### config.mk
export PLATFORM = sky130hd
export DESIGN_NAME = light_safety_driver
export DESIGN_NICKNAME = d
export VERILOG_FILES = /design/src/rtl/light_safety_driver.sv
export SDC_FILE = /design/constraint.sdc
export NUM_CORES = 1
export LEC_CHECK = 0
export CAP_MARGIN = 10
export CORE_ASPECT_RATIO = 1.1
export CORE_UTILIZATION = 50
export DETAILED_ROUTE_END_ITERATION = 8
export PLACE_DENSITY = 0.81
export SETUP_SLACK_MARGIN = 0.3
export SLEW_MARGIN = 25
export SYNTH_ARGS = -nofsm -noshare
export SYNTH_HDL_FRONTEND = slang
export SYNTH_SLANG_ARGS = --single-unit
### constraint.sdc
create_clock -name clk -period 4.3 [get_ports clk]
set_input_delay 0.645 -clock clk [delete_from_list [all_inputs] [get_ports clk]]
set_output_delay 0.645 -clock clk [all_outputs]
set_load 0.1 [all_outputs]
### src/rtl/light_safety_driver.sv
// light_safety_driver
//   Drives per-direction R/Y/G lamp pads from the sequencer's 2-bit lamp codes
//   and independently monitors them for conflicts. A persistent conflict latches
//   a fault and forces flashing red until an operator clear, followed by a
//   steady all-red recovery period.
//
// Ports
//   clk        in   1  system clock
//   rst_n      in   1  asynchronous active-low reset
//   north      in   2  lamp code: 00 red, 01 yellow, 10 green, 11 illegal
//   east       in   2  lamp code
//   south      in   2  lamp code
//   west       in   2  lamp code
//   fault_clr  in   1  single-cycle operator clear request
//   lamp_r     out  4  red lamps    [3]=N [2]=E [1]=S [0]=W
//   lamp_y     out  4  yellow lamps, same order
//   lamp_g     out  4  green lamps, same order
//   fault      out  1  high while in FAULT
//   fault_cnt  out  4  fault entries, saturating at 15
//
// State   | meaning
// --------+-------------------------------------------------------------
// NORMAL  | lamps follow the sampled codes
// FAULT   | conflict latched, all lamps flash red, waiting for fault_clr
// RECOVER | steady all-red until RECOVER_CYC clean cycles have elapsed

module light_safety_driver #(
  parameter int BLINK_DIV    = 25_000_000,
  parameter int CONFLICT_CYC = 2,
  parameter int RECOVER_CYC  = 50_000_000
) (
  input  logic       clk,
  input  logic       rst_n,
  input  logic [1:0] north,
  input  logic [1:0] east,
  input  logic [1:0] south,
  input  logic [1:0] west,
  input  logic       fault_clr,
  output logic [3:0] lamp_r,
  output logic [3:0] lamp_y,
  output logic [3:0] lamp_g,
  output logic       fault,
  output logic [3:0] fault_cnt
);

  localparam int BW = $clog2(BLINK_DIV) + 1;
  localparam int CW = $clog2(CONFLICT_CYC) + 1;
  localparam int RW = $clog2(RECOVER_CYC) + 1;

  localparam logic [BW-1:0] BLINK_LAST = BW'(BLINK_DIV - 1);
  localparam logic [CW-1:0] CF_LAST    = CW'(CONFLICT_CYC - 1);
  localparam logic [CW-1:0] CF_MAX     = CW'(CONFLICT_CYC);
  localparam logic [RW-1:0] REC_LAST   = RW'(RECOVER_CYC - 1);

  typedef enum logic [1:0] {
    ST_NORMAL  = 2'd0,
    ST_FAULT   = 2'd1,
    ST_RECOVER = 2'd2
  } state_t;

  state_t          r_state;
  state_t          w_state_nxt;
  logic [3:0][1:0] r_code;      // [3]=N [2]=E [1]=S [0]=W
  logic [CW-1:0]   r_cf_cnt;
  logic [CW-1:0]   w_cf_nxt;
  logic [RW-1:0]   r_rec_cnt;
  logic [RW-1:0]   w_rec_nxt;
  logic [BW-1:0]   r_blk_cnt;
  logic [BW-1:0]   w_blk_nxt;
  logic            r_phase;
  logic            w_phase_nxt;
  logic            w_enter_fault;
  logic [3:0]      w_nonred;
  logic [3:0]      w_green;
  logic [3:0]      w_ill;
  logic            w_conflict;
  logic            w_cf_hit;
  logic [3:0]      w_dec_r;
  logic [3:0]      w_dec_y;
  logic [3:0]      w_dec_g;
  logic [3:0]      w_r_nxt;
  logic [3:0]      w_y_nxt;
  logic [3:0]      w_g_nxt;

  // Conflict detection and decode, both on the sampled codes.
  // Code 11 decodes to red so a direction is never dark.
  always_comb begin
    w_conflict = 1'b0;
    w_dec_r    = 4'h0;
    w_dec_y    = 4'h0;
    w_dec_g    = 4'h0;
    for (int i = 0; i < 4; i++) begin
      w_nonred[i] = (r_code[i] != 2'b00);
      w_green[i]  = (r_code[i] == 2'b10);
      w_ill[i]    = (r_code[i] == 2'b11);
      case (r_code[i])
        2'b01:   w_dec_y[i] = 1'b1;
        2'b10:   w_dec_g[i] = 1'b1;
        default: w_dec_r[i] = 1'b1;
      endcase
    end
    if (w_ill != 4'h0) w_conflict = 1'b1;
    for (int i = 0; i < 4; i++) begin
      if (w_green[i] && ((w_nonred & ~(4'b0001 << i)) != 4'h0)) w_conflict = 1'b1;
    end
  end

  // Hit when this cycle would be the CONFLICT_CYC-th consecutive conflict.
  assign w_cf_hit = w_conflict && (r_cf_cnt >= CF_LAST);

  always_comb begin
    w_cf_nxt = '0;
    if (w_conflict) w_cf_nxt = (r_cf_cnt < CF_MAX) ? r_cf_cnt + 1'b1 : r_cf_cnt;
  end

  always_comb begin
    w_state_nxt   = r_state;
    w_rec_nxt     = r_rec_cnt;
    w_blk_nxt     = r_blk_cnt;
    w_phase_nxt   = r_phase;
    w_enter_fault = 1'b0;
    case (r_state)
      ST_NORMAL: begin
        if (w_cf_hit) w_enter_fault = 1'b1;
      end
      ST_RECOVER: begin
        if (w_cf_hit) begin
          w_enter_fault = 1'b1;
        end else if (w_conflict) begin
          w_rec_nxt = '0;
        end else if (r_rec_cnt == REC_LAST) begin
          w_state_nxt = ST_NORMAL;
          w_rec_nxt   = '0;
        end else begin
          w_rec_nxt = r_rec_cnt + 1'b1;
        end
      end
      ST_FAULT: begin
        if (fault_clr && !w_conflict) begin
          w_state_nxt = ST_RECOVER;
          w_rec_nxt   = '0;
        end else if (r_blk_cnt == BLINK_LAST) begin
          w_blk_nxt   = '0;
          w_phase_nxt = ~r_phase;
        end else begin
          w_blk_nxt = r_blk_cnt + 1'b1;
        end
      end
      default: w_state_nxt = ST_RECOVER;
    endcase
    if (w_enter_fault) begin
      w_state_nxt = ST_FAULT;
      w_blk_nxt   = '0;
      w_phase_nxt = 1'b1;
    end
  end

  // Lamp outputs are registered from the next state so they change on the
  // same edge as the state register.
  always_comb begin
    w_r_nxt = 4'hF;
    w_y_nxt = 4'h0;
    w_g_nxt = 4'h0;
    case (w_state_nxt)
      ST_NORMAL: begin
        w_r_nxt = w_dec_r;
        w_y_nxt = w_dec_y;
        w_g_nxt = w_dec_g;
      end
      ST_FAULT: w_r_nxt = {4{w_phase_nxt}};
      default:  w_r_nxt = 4'hF;
    endcase
  end

  always_ff @(posedge clk or negedge rst_n) begin
    if (!rst_n) begin
      r_state   <= ST_RECOVER;
      r_code    <= '0;
      r_cf_cnt  <= '0;
      r_rec_cnt <= '0;
      r_blk_cnt <= '0;
      r_phase   <= 1'b0;
      lamp_r    <= 4'hF;
      lamp_y    <= 4'h0;
      lamp_g    <= 4'h0;
      fault     <= 1'b0;
      fault_cnt <= 4'h0;
    end else begin
      r_state   <= w_state_nxt;
      r_code    <= {north, east, south, west};
      r_cf_cnt  <= w_cf_nxt;
      r_rec_cnt <= w_rec_nxt;
      r_blk_cnt <= w_blk_nxt;
      r_phase   <= w_phase_nxt;
      lamp_r    <= w_r_nxt;
      lamp_y    <= w_y_nxt;
      lamp_g    <= w_g_nxt;
      fault     <= (w_state_nxt == ST_FAULT);
      if (w_enter_fault && (fault_cnt != 4'hF)) fault_cnt <= fault_cnt + 1'b1;
    end
  end

endmodule

# ---- Word-level counts from Yosys, hierarchy flattened
# Index checks and enable logic that the tools add are counted.
dict set report classes {
  add_sub_neg 4
  order_cmp 2
  eq_ne 22
  mux 43
  n_bitwise 1
  reduce_logical 28
}
# op n
set op_table {}
lappend op_table {{$mux W27} 4}
lappend op_table {{$mux W26} 4}
lappend op_table {{$pmux W27 S2} 1}
lappend op_table {{$add A27 B1 Y27 const B} 1}
lappend op_table {{$eq A27 B26 Y1 const B} 1}
lappend op_table {{$add A26 B1 Y26 const B} 1}
lappend op_table {{$eq A26 B25 Y1 const B} 1}
lappend op_table {{$mux W1} 23}
lappend op_table {{$reduce_bool A4 Y1} 5}
lappend op_table {{$eq A2 B2 Y1 const B} 9}
lappend op_table {{$mux W2} 7}
lappend op_table {{$eq A2 B1 Y1 const B} 6}
lappend op_table {{$reduce_bool A2 Y1} 6}
lappend op_table {{$reduce_or A2 Y1} 5}
lappend op_table {{$mux W4} 2}
lappend op_table {{$pmux W4 S2} 1}
lappend op_table {{$logic_and A1 B1 Y1} 7}
lappend op_table {{$ne A2 B2 Y1 const B} 3}
lappend op_table {{$pmux W2 S3} 1}
lappend op_table {{$add A4 B1 Y4 const B} 1}
lappend op_table {{$logic_not A2 Y1} 2}
lappend op_table {{$ne A4 B4 Y1 const B} 1}
lappend op_table {{$reduce_and A3 Y1} 1}
lappend op_table {{$add A2 B1 Y2 const B} 1}
lappend op_table {{other kinds (6)} 6}
dict set report totals {
  register_bits 83
  in_bits 11
}

# ---- Depth between registers and ports, before layout
# Gate-level depths: netlist of run 1.
dict set report logic_depth {
  word_depth 14
  depth_mapped 10
  ltp_nobuf 8
}

# ---- Worst setup path after synthesis of run 1
# OpenSTA, ideal clock, no wires.
dict set report synth_timing {
  kind {register to register}
  from {register r_code[4] (netlist bit)}
  to {register r_rec_cnt[15]}
  arrival_ns 2.203
  required_time_ns 4.222
  setup_slack_ns 2.020
  stages_incl_launch_ff 9
  synth_period_minus_slack_ns 2.280
  cell_sequence {dfrtp_1 -> inv_1 -> ha_1 -> o2bb2ai_1 -> o2111ai_2 -> o41ai_4 -> o211ai_2 -> or4_1 -> a21oi_1}
}
dict set report synth_via {
  elab_chain_len 11
  word_cells_on_any_way 25
}
# item line
set synth_rtl {}
lappend synth_rtl {{start, declared} 63} ;# logic [3:0][1:0] r_code;
lappend synth_rtl {{start signal, assigned} 190} ;# r_code <= {north, east, south, west};
lappend synth_rtl {{$eq A2 B2 Y1 or $reduce_bool A2 Y1 (tied branches)} {95, 93}}
lappend synth_rtl {{$reduce_bool A4 Y1, on equally long branches} {102, 104}}
lappend synth_rtl {{$mux W1 or $logic_and A1 B1 Y1 (tied branches)} {102, 104}}
lappend synth_rtl {{$mux W1 (3 in series)} 104} ;# if (w_green[i] && ((w_nonred & ~(4'b0001 << i)) != 4'h0)) w_conflict = 1'b1;
lappend synth_rtl {{$mux W1 (*)} 104}
lappend synth_rtl {{$logic_not A1 Y1} 139} ;# if (fault_clr && !w_conflict) begin
lappend synth_rtl {{$logic_and A1 B1 Y1} 139}
lappend synth_rtl {{$ne A2 B2 Y1 (no line)} --}
lappend synth_rtl {{$reduce_and A3 Y1 (no line)} --}
lappend synth_rtl {{end signal, assigned} 192} ;# r_rec_cnt <= w_rec_nxt;
lappend synth_rtl {{end, declared} 66} ;# logic [RW-1:0] r_rec_cnt;
# Mark *: on every way between the ends. The rest lies on a longest branch, timed or not. The select of a mux whose other input is x is not followed.
# A chain may end at the register's enable or synchronous reset.

# ---- Final worst setup path of run 1
dict set report layout_timing {
  from {register r_code[2] (netlist bit)}
  to {register r_blk_cnt[25]}
}
dict set report layout_via {
  elab_chain_len 12
  word_cells_on_any_way 25
}
# item line
set layout_rtl {}
lappend layout_rtl {{$eq A2 B2 Y1 or $reduce_bool A2 Y1 (tied branches)} {95, 93}}
lappend layout_rtl {{$reduce_bool A4 Y1, on equally long branches} {102, 104}}
lappend layout_rtl {{$mux W1 or $logic_and A1 B1 Y1 (tied branches)} {102, 104}}
lappend layout_rtl {{$mux W1 (3 in series)} 104}
lappend layout_rtl {{$mux W1 (*)} 104}
lappend layout_rtl {{$logic_and A1 B1 Y1} 109} ;# assign w_cf_hit = w_conflict && (r_cf_cnt >= CF_LAST);
lappend layout_rtl {{$mux W1} {124, 127}}
lappend layout_rtl {{$mux W1} --}
lappend layout_rtl {{$ne A2 B2 Y1 (no line) or $reduce_bool A2 Y1 (tied branches)} --}
lappend layout_rtl {{$reduce_and A2 Y1 (no line)} --}
lappend layout_rtl {{end signal, assigned} 193} ;# r_blk_cnt <= w_blk_nxt;
lappend layout_rtl {{end, declared} 68} ;# logic [BW-1:0] r_blk_cnt;
# Mark *: on every way between the ends. The rest lies on a longest branch, timed or not.

==> results_dict.tcl, run 1 <==
set metrics [dict create \
    hold_buffers 0 \
    rows 35 \
    drt_wl_total_mm 9.447 \
    synth.area.top_cells "dfrtp_1 43%, ha_1 5.6%, a21oi_1 4.6%" \
    drive_gt1_share_pct 7.890 \
    netlist_area_mm2 0.004501 \
    internal_power_w 0.001264 \
    finalCritPeriodShare_pct 67.18 \
    io_pins 28 \
    grt_use_total_pct 22.36 \
    synth_cells 474 \
    final_core_util_pct 59.21 \
    path_class "register to register" \
    grt_max_degree 84 \
    seq_area_frac_synth_pct 46.29 \
    cts_resized 0 \
    synthMuxAreaShare_pct 0.2502 \
    cts_made_buffers 9 \
    period_needed_ns 2.889 \
    placed_area_mm2 0.004877 \
    required_ns 4.59 \
    max_freq_mhz 346.2 \
    synth_common_cells "78 x dfrtp_1, 49 x nor2_1, 41 x a21oi_1, 39 x nand2_1, 27 x o21ai_0" \
    drv_cap 0 \
    rsz0062_at_grt "false" \
    die_y_um 101.5 \
    grt_pass1_vias 3724 \
    die_area_mm2 0.009385 \
    setup_violations 0 \
    postSynthAreaPerCell_um2 9.495 \
    skew_ns 0.01302 \
    drc_errors 0 \
    core-area_mm2 0.008539 \
    globalRouteMet2Util_pct 38.63 \
    crit_top_cell "inv_1" \
    synthAdderAreaFrac_pct 5.560 \
    synth_edf_count 0 \
    wire_per_inst_um 15.29 \
    synth_top_area_share_pct 43.37 \
    synth_top_family_by_area "simple AND/OR/NAND/NOR gates" \
    start_kind "register" \
    htreeDepth 3 \
    max_stage_delay_ns 0.67 \
    design_area_mm2 0.005056 \
    ys_seq_elements 83 \
    initial_core_util_pct 52.70 \
    maxSlewViolCount 0 \
    busiest_layer "met2" \
    cts_tree "done" \
    grt_use_met3_pct 5.030 \
    worstSkewPairLatency_ns 0.36 \
    switchingPower_w 0.0009383 \
    drtAntennaViolNets 0 \
    met1_usage_pct 27.47 \
    vias 3656 \
    power.density_mw_per_mm2 435.6 \
    nFillCells 719 \
    ys_warn_count 0 \
    cts-root-buf "clkbuf_8" \
    dp_slack_ns 1.399 \
    p_comb_share_pct 34.1 \
    antenna_found_initial 0 \
    synth_simple_gate_area_share_pct 23.80 \
    cts_setup_buffers 0 \
    cp_cell_sequence "inv_1 > ha_1 > inv_1 > o2111ai_2 > o21a_1 > o2111ai_1 > or4_1 > a21oi_1" \
    io_buffer_count 27 \
    synth_cell_types 55 \
    grt_overflow 0 \
    clkPwrFrac_pct 23.4 \
    synth-compound-area-share_pct 17.01 \
    ys.flop_type "dfrtp_1" \
    clock_path_buffers 2 \
    critical_path.max_fanout 21 \
    ir_drop_uv 239.6 \
    endpoint_kind "register" \
    synth_top_area_cell "dfrtp_1" \
    sequentialPowerShare_pct 42.5 \
    hold_viol 0 \
    async_flop_share_pct 100.0 \
    synth_xor_area_share_pct 4.087 \
    hpwl_mm 6.718 \
    status "finished, final reports clean" \
    syn_to_final_growth_pct 12.34 \
    layout.nets 533 \
    hp-class "input pin to async pin" \
    drt-initial-drc-count 183 \
    dr.pass1.iters 5 \
    whs_ns 0.2988 \
    critPathSlowestCell "o21a_1" \
    synth_nets 505 \
    die_w_um 92.46 \
    via_per_inst 5.916 \
    tns_ns 0 \
    sw_frac_of_total_pct 42.60 \
    setup_ws_ns 1.411 \
    clkTransAtPathRegs_ns 0.09 \
    synthMostInstantiatedCell "dfrtp_1" \
    gp_congestion 0.8572 \
    n_antenna_cell 0 \
    worstPathArrival_ns 3.18 \
    slew-limit-headroom_pct 33.64 \
    power.leakage_nw 2.134 \
    tightestPinTransition_ns 0.9923 \
    cts_sinks 83 \
    grt_pass1_wl_mm 16.66 \
]
-- registers in the layout (all words and copies together) (netlist names) --
name,count
r_rec_cnt,27
r_blk_cnt,26
r_code,8
fault_cnt,4
lamp_g,4
lamp_r,4
lamp_y,4
r_cf_cnt,2
r_state,2
fault,1
r_phase,1
-- path summary, 6_finish.rpt --
check	slack, ns	to	cells after the start	from
min in group clk	0.53	r_blk_cnt[10]	1	r_blk_cnt[10]
worst min-delay path	0.30	lamp_y[1]	1	rst_n
max in group asynchronous	3.47	r_blk_cnt[19]	1	rst_n
worst max register to register	1.41	r_blk_cnt[25]	8	r_code[2]
worst min register to register	0.53	r_blk_cnt[10]	1	r_blk_cnt[10]
worst max-delay path	1.41	r_blk_cnt[25]	8	r_code[2]
-- per-stage QoR --
stage	total power, W	cells
CTS	0.002219	618
detailed placement	0.001705	602
global placement	0.001686	602
finish	0.002203	618
global route	0.002328	618
floorplan	0.001503	474
-- logic make-up after synthesis --
group / Yosys count
and+or+nand+nor: 198
AOI/OAI and AO/OA: 117
DFF: 83
buffers and inverters: 34
xor gates and xnor gates: 21
adders and majority gates: 20
muxes: 1
-- final cells by class --
type                    instances  area (µm²)  share of cell area (%)
clock buffers                   9       123.9                   2.450
flip-flops and latches         83        2083                   41.20
multi-input cells             357        2282                   45.14
clock inverters                 7       51.30                   1.015
repair buffers                 31       301.5                   5.964
well taps                     111       138.9                   2.747
inverters                      20       75.07                   1.485
-- critical path, delay by kind of cell, from the launching register on --
kind / cells / cell delay, ns
buf+inv: 2 / 0.16
compound gates: 4 / 1.57
simple gates: 1 / 0.48
flops: 1 / 0.41
fa+ha+maj: 1 / 0.19
-- metal layers --
layer / up-vias / share of wire, %
met1: 1797 / 45
met2: 67 / 50
met5: - / 0
li1: 1782 / -
met3: 10 / 3.4
met4: 0 / 1.0
-- power by group through the flow --
stage	Combinational [W]	Sequential, W	Clock (W)
final	0.000752	0.000936	0.000515
after global routing	0.000812	0.000950	0.000566
after CTS	0.000756	0.000936	0.000528
after detailed placement	0.000754	0.000951	0
after global placement	0.000740	0.000946	0
after floorplan	0.000293	0.00121	0
-- placed cells by master (no fill, tap or decap), types with 3 or more instances in the layout --
master | synthesis | routed
or4_1 | 4 | 4
a21o_1 | 6 | 6
a21oi_1 | 41 | 41
and3_1 | 7 | 7
clkdlybuf4s50_1 | 0 | 26
nand2_1 | 39 | 39
o21ai_0 | 27 | 27
o31ai_1 | 4 | 4
o211ai_1 | 10 | 10
nand4b_1 | 4 | 4
o2111ai_1 | 7 | 7
nor4_2 | 3 | 3
xor2_1 | 16 | 16
nor2_1 | 49 | 49
nand2b_1 | 5 | 5
and2_1 | 10 | 10
buf_4 | 0 | 4
xnor2_1 | 5 | 5
dfstp_2 | 5 | 5
dfrtp_1 | 78 | 78
clkbuf_8 | 0 | 9
and4_1 | 11 | 11
nor3_1 | 8 | 8
inv_1 | 20 | 20
nor4b_1 | 4 | 4
nand4_1 | 8 | 8
ha_1 | 20 | 20
nand3_1 | 19 | 19
or3_1 | 15 | 15
(Power assumes the default switching activity.)
==> run 2, diff against run 1 <==
- PLACE_DENSITY: 0.81 -> 0.84
- clock period: 4.3 -> 2.4 ns (I/O delays scaled with it)
==> run 2 against run 1 <==
The flow now finishes with violations (setup timing). Die area unchanged. Flip-flop and latch count unchanged. First-iteration DRC count increased by 92%. Count of clock-buffer cells in the layout increased by 2. Final area increased by 21%. Maximum frequency increased by 13%. Combinational power increased to 2.9 times the previous value. Clock skew increased by 0.0047 ns. Critical path type unchanged.
==> results_dict.tcl, run 2 (same netlist as run 1, synthesis figures left out) <==
set metrics [dict create \
    status "complete, but fails checks" \
    violations "setup timing" \
    period_needed_ns 2.547 \
    rows 35 \
    max_freq_mhz 392.6 \
    io_pins 28 \
    cts_tree "done" \
    die_w_um 92.46 \
    final_common_cell "dfrtp_1" \
    core-area_mm2 0.008539 \
    cts-root-buf "clkbuf_8" \
    regMostFlops "r_rec_cnt" \
    die_area_mm2 0.009385 \
    grt_use_total_pct 24.95 \
    clock_path_buffers 2 \
    drv_cap 0 \
    drt_wl_total_mm 14.02 \
    critical_path.max_fanout 19 \
    drt-initial-drc-count 351 \
    cts_made_buffers 9 \
    wire_per_inst_um 20.87 \
    layout.nets 587 \
    io_buffer_count 27 \
    power.leakage_nw 2.536 \
    worstPathArrival_ns 2.84 \
    ir_drop_uv 893.7 \
    syn_to_final_growth_pct 35.86 \
    hold_viol 0 \
    drtAntennaViolNets 0 \
    path_class "register to register" \
    vias 4361 \
    grt_pass1_vias 3989 \
    htreeDepth 3 \
    setup_violations 37 \
    mostFrequentLayoutCells "76 x dfrtp_1, 48 x buf_4, 43 x nor2_1" \
    dp_slack_ns -0.001735 \
    finalCritPeriodShare_pct 106.1 \
    setup_ws_ns -0.1470 \
    power.density_mw_per_mm2 806.9 \
    worstSkewPairLatency_ns 0.38 \
    grt_max_degree 55 \
    gp_congestion 0.8505 \
    dr.pass1.iters 7 \
    start_kind "register" \
    required_ns 2.70 \
    hpwl_mm 7.148 \
    rsz0062_at_grt "true" \
    die_y_um 101.5 \
    antenna_found_initial 0 \
    hp-class "input pin to register" \
    largest_reg_flops 27 \
    largestRegisters "r_rec_cnt x27, r_blk_cnt x26, r_code x8" \
    clkTransAtPathRegs_ns 0.09 \
    slew-limit-headroom_pct 52.78 \
    grt_pass1_wl_mm 18.38 \
    drc_errors 0 \
    whs_ns 0.4219 \
    tightestPinTransition_ns 0.7057 \
    maxSlewViolCount 0 \
    n_antenna_cell 0 \
    skew_ns 0.01767 \
    via_per_inst 6.490 \
    drive_gt1_share_pct 30.84 \
    grt_overflow 0 \
    endpoint_kind "register" \
    initial_core_util_pct 52.70 \
    cts_sinks 83 \
]
## run 2: cell count changes in the layout (fill, tap and decap cells not counted), sizes merged
cell           previous run  this run
inv                      22        20
clkinvlp                  2         1
buf                       5        73
bufinv                    0         1
clkbuf                    9        13
dlygate4sd3               0         1
clkdlybuf4s50            26         9
## run 2: worst paths after layout
path	start	endpoint	slack, ns	cells past startpoint
setup reg to reg	r_code[3]	r_rec_cnt[26]	-0.15	11
hold reg to reg	fault_cnt[0]	fault_cnt[0]	0.54	1
max in group asynchronous	rst_n	lamp_r[3]	1.28	3
min in group asynchronous	rst_n	lamp_g[3]	0.44	2
setup / recovery	r_code[3]	r_rec_cnt[26]	-0.15	11
hold / removal	south[1]	r_code[3]	0.42	1
## run 2: repair_timing
action                                  4_1_cts  5_1_grt
pin swaps                                     6       31
hold buffers                                  1        0
gates cloned                                  0        3
endpoints found under the hold margin        29        0
endpoints found under the setup margin       58       72
setup buffers                                15       16
gates resized for setup                      21       91
## run 2: where the power goes
group,internal [W],leakage (nW),switching [W]
Sequential,0.00155,1.09,0.000156
Clock,0.000488,0.0937,0.000564
Combinational,0.000825,1.35,0.00135
Total,0.00286,2.54,0.00207
## run 2: worst max-delay path, stage by stage (launching register included)
cell	delay, ns
dfrtp_2	0.46
buf_4	0.17
ha_4	0.18
o2bb2ai_4	0.16
o2111ai_4	0.20
buf_4	0.21
buf_6	0.11
or2_4	0.30
a221oi_4	0.28
a21oi_4	0.06
buf_12	0.16
a21oi_1	0.17
## run 2: area by class of cell
class                      instances  area, µm²
multi-input combinational        357       2784
fill                             513       2425
sequential                        83       2086
timing repair buffer              85      835.8
tap                              111      138.9
clock buffer                      11      131.4
inverter                          20      75.07
clock inverter                     5      63.81
## run 2: stage by stage
step	util (%)	instances	power [W]	TNS, ns	cell area [µm²]
2_1_floorplan	-	474	0.002751	0	4627
3_3_place_gp	59.91	621	0.003143	0	5116
3_5_place_dp	59.91	621	0.003186	-0.001735	5116
4_1_cts	64.85	653	0.004319	0	5538
5_1_grt	71.60	672	0.005107	-5.180	6115
6_report	71.60	672	0.004934	-2.521	6115
## run 2: layer usage
layer	routed length (µm)	part of all wire [%]	vias to the layer above	GRT usage [%]
li1	-	-	1884	-
met1	5229	37	2166	30.60
met2	7241	52	252	42.45
met3	936	6.7	59	5.030
met4	616	4.4	0	11.66
met5	0	0	-	0
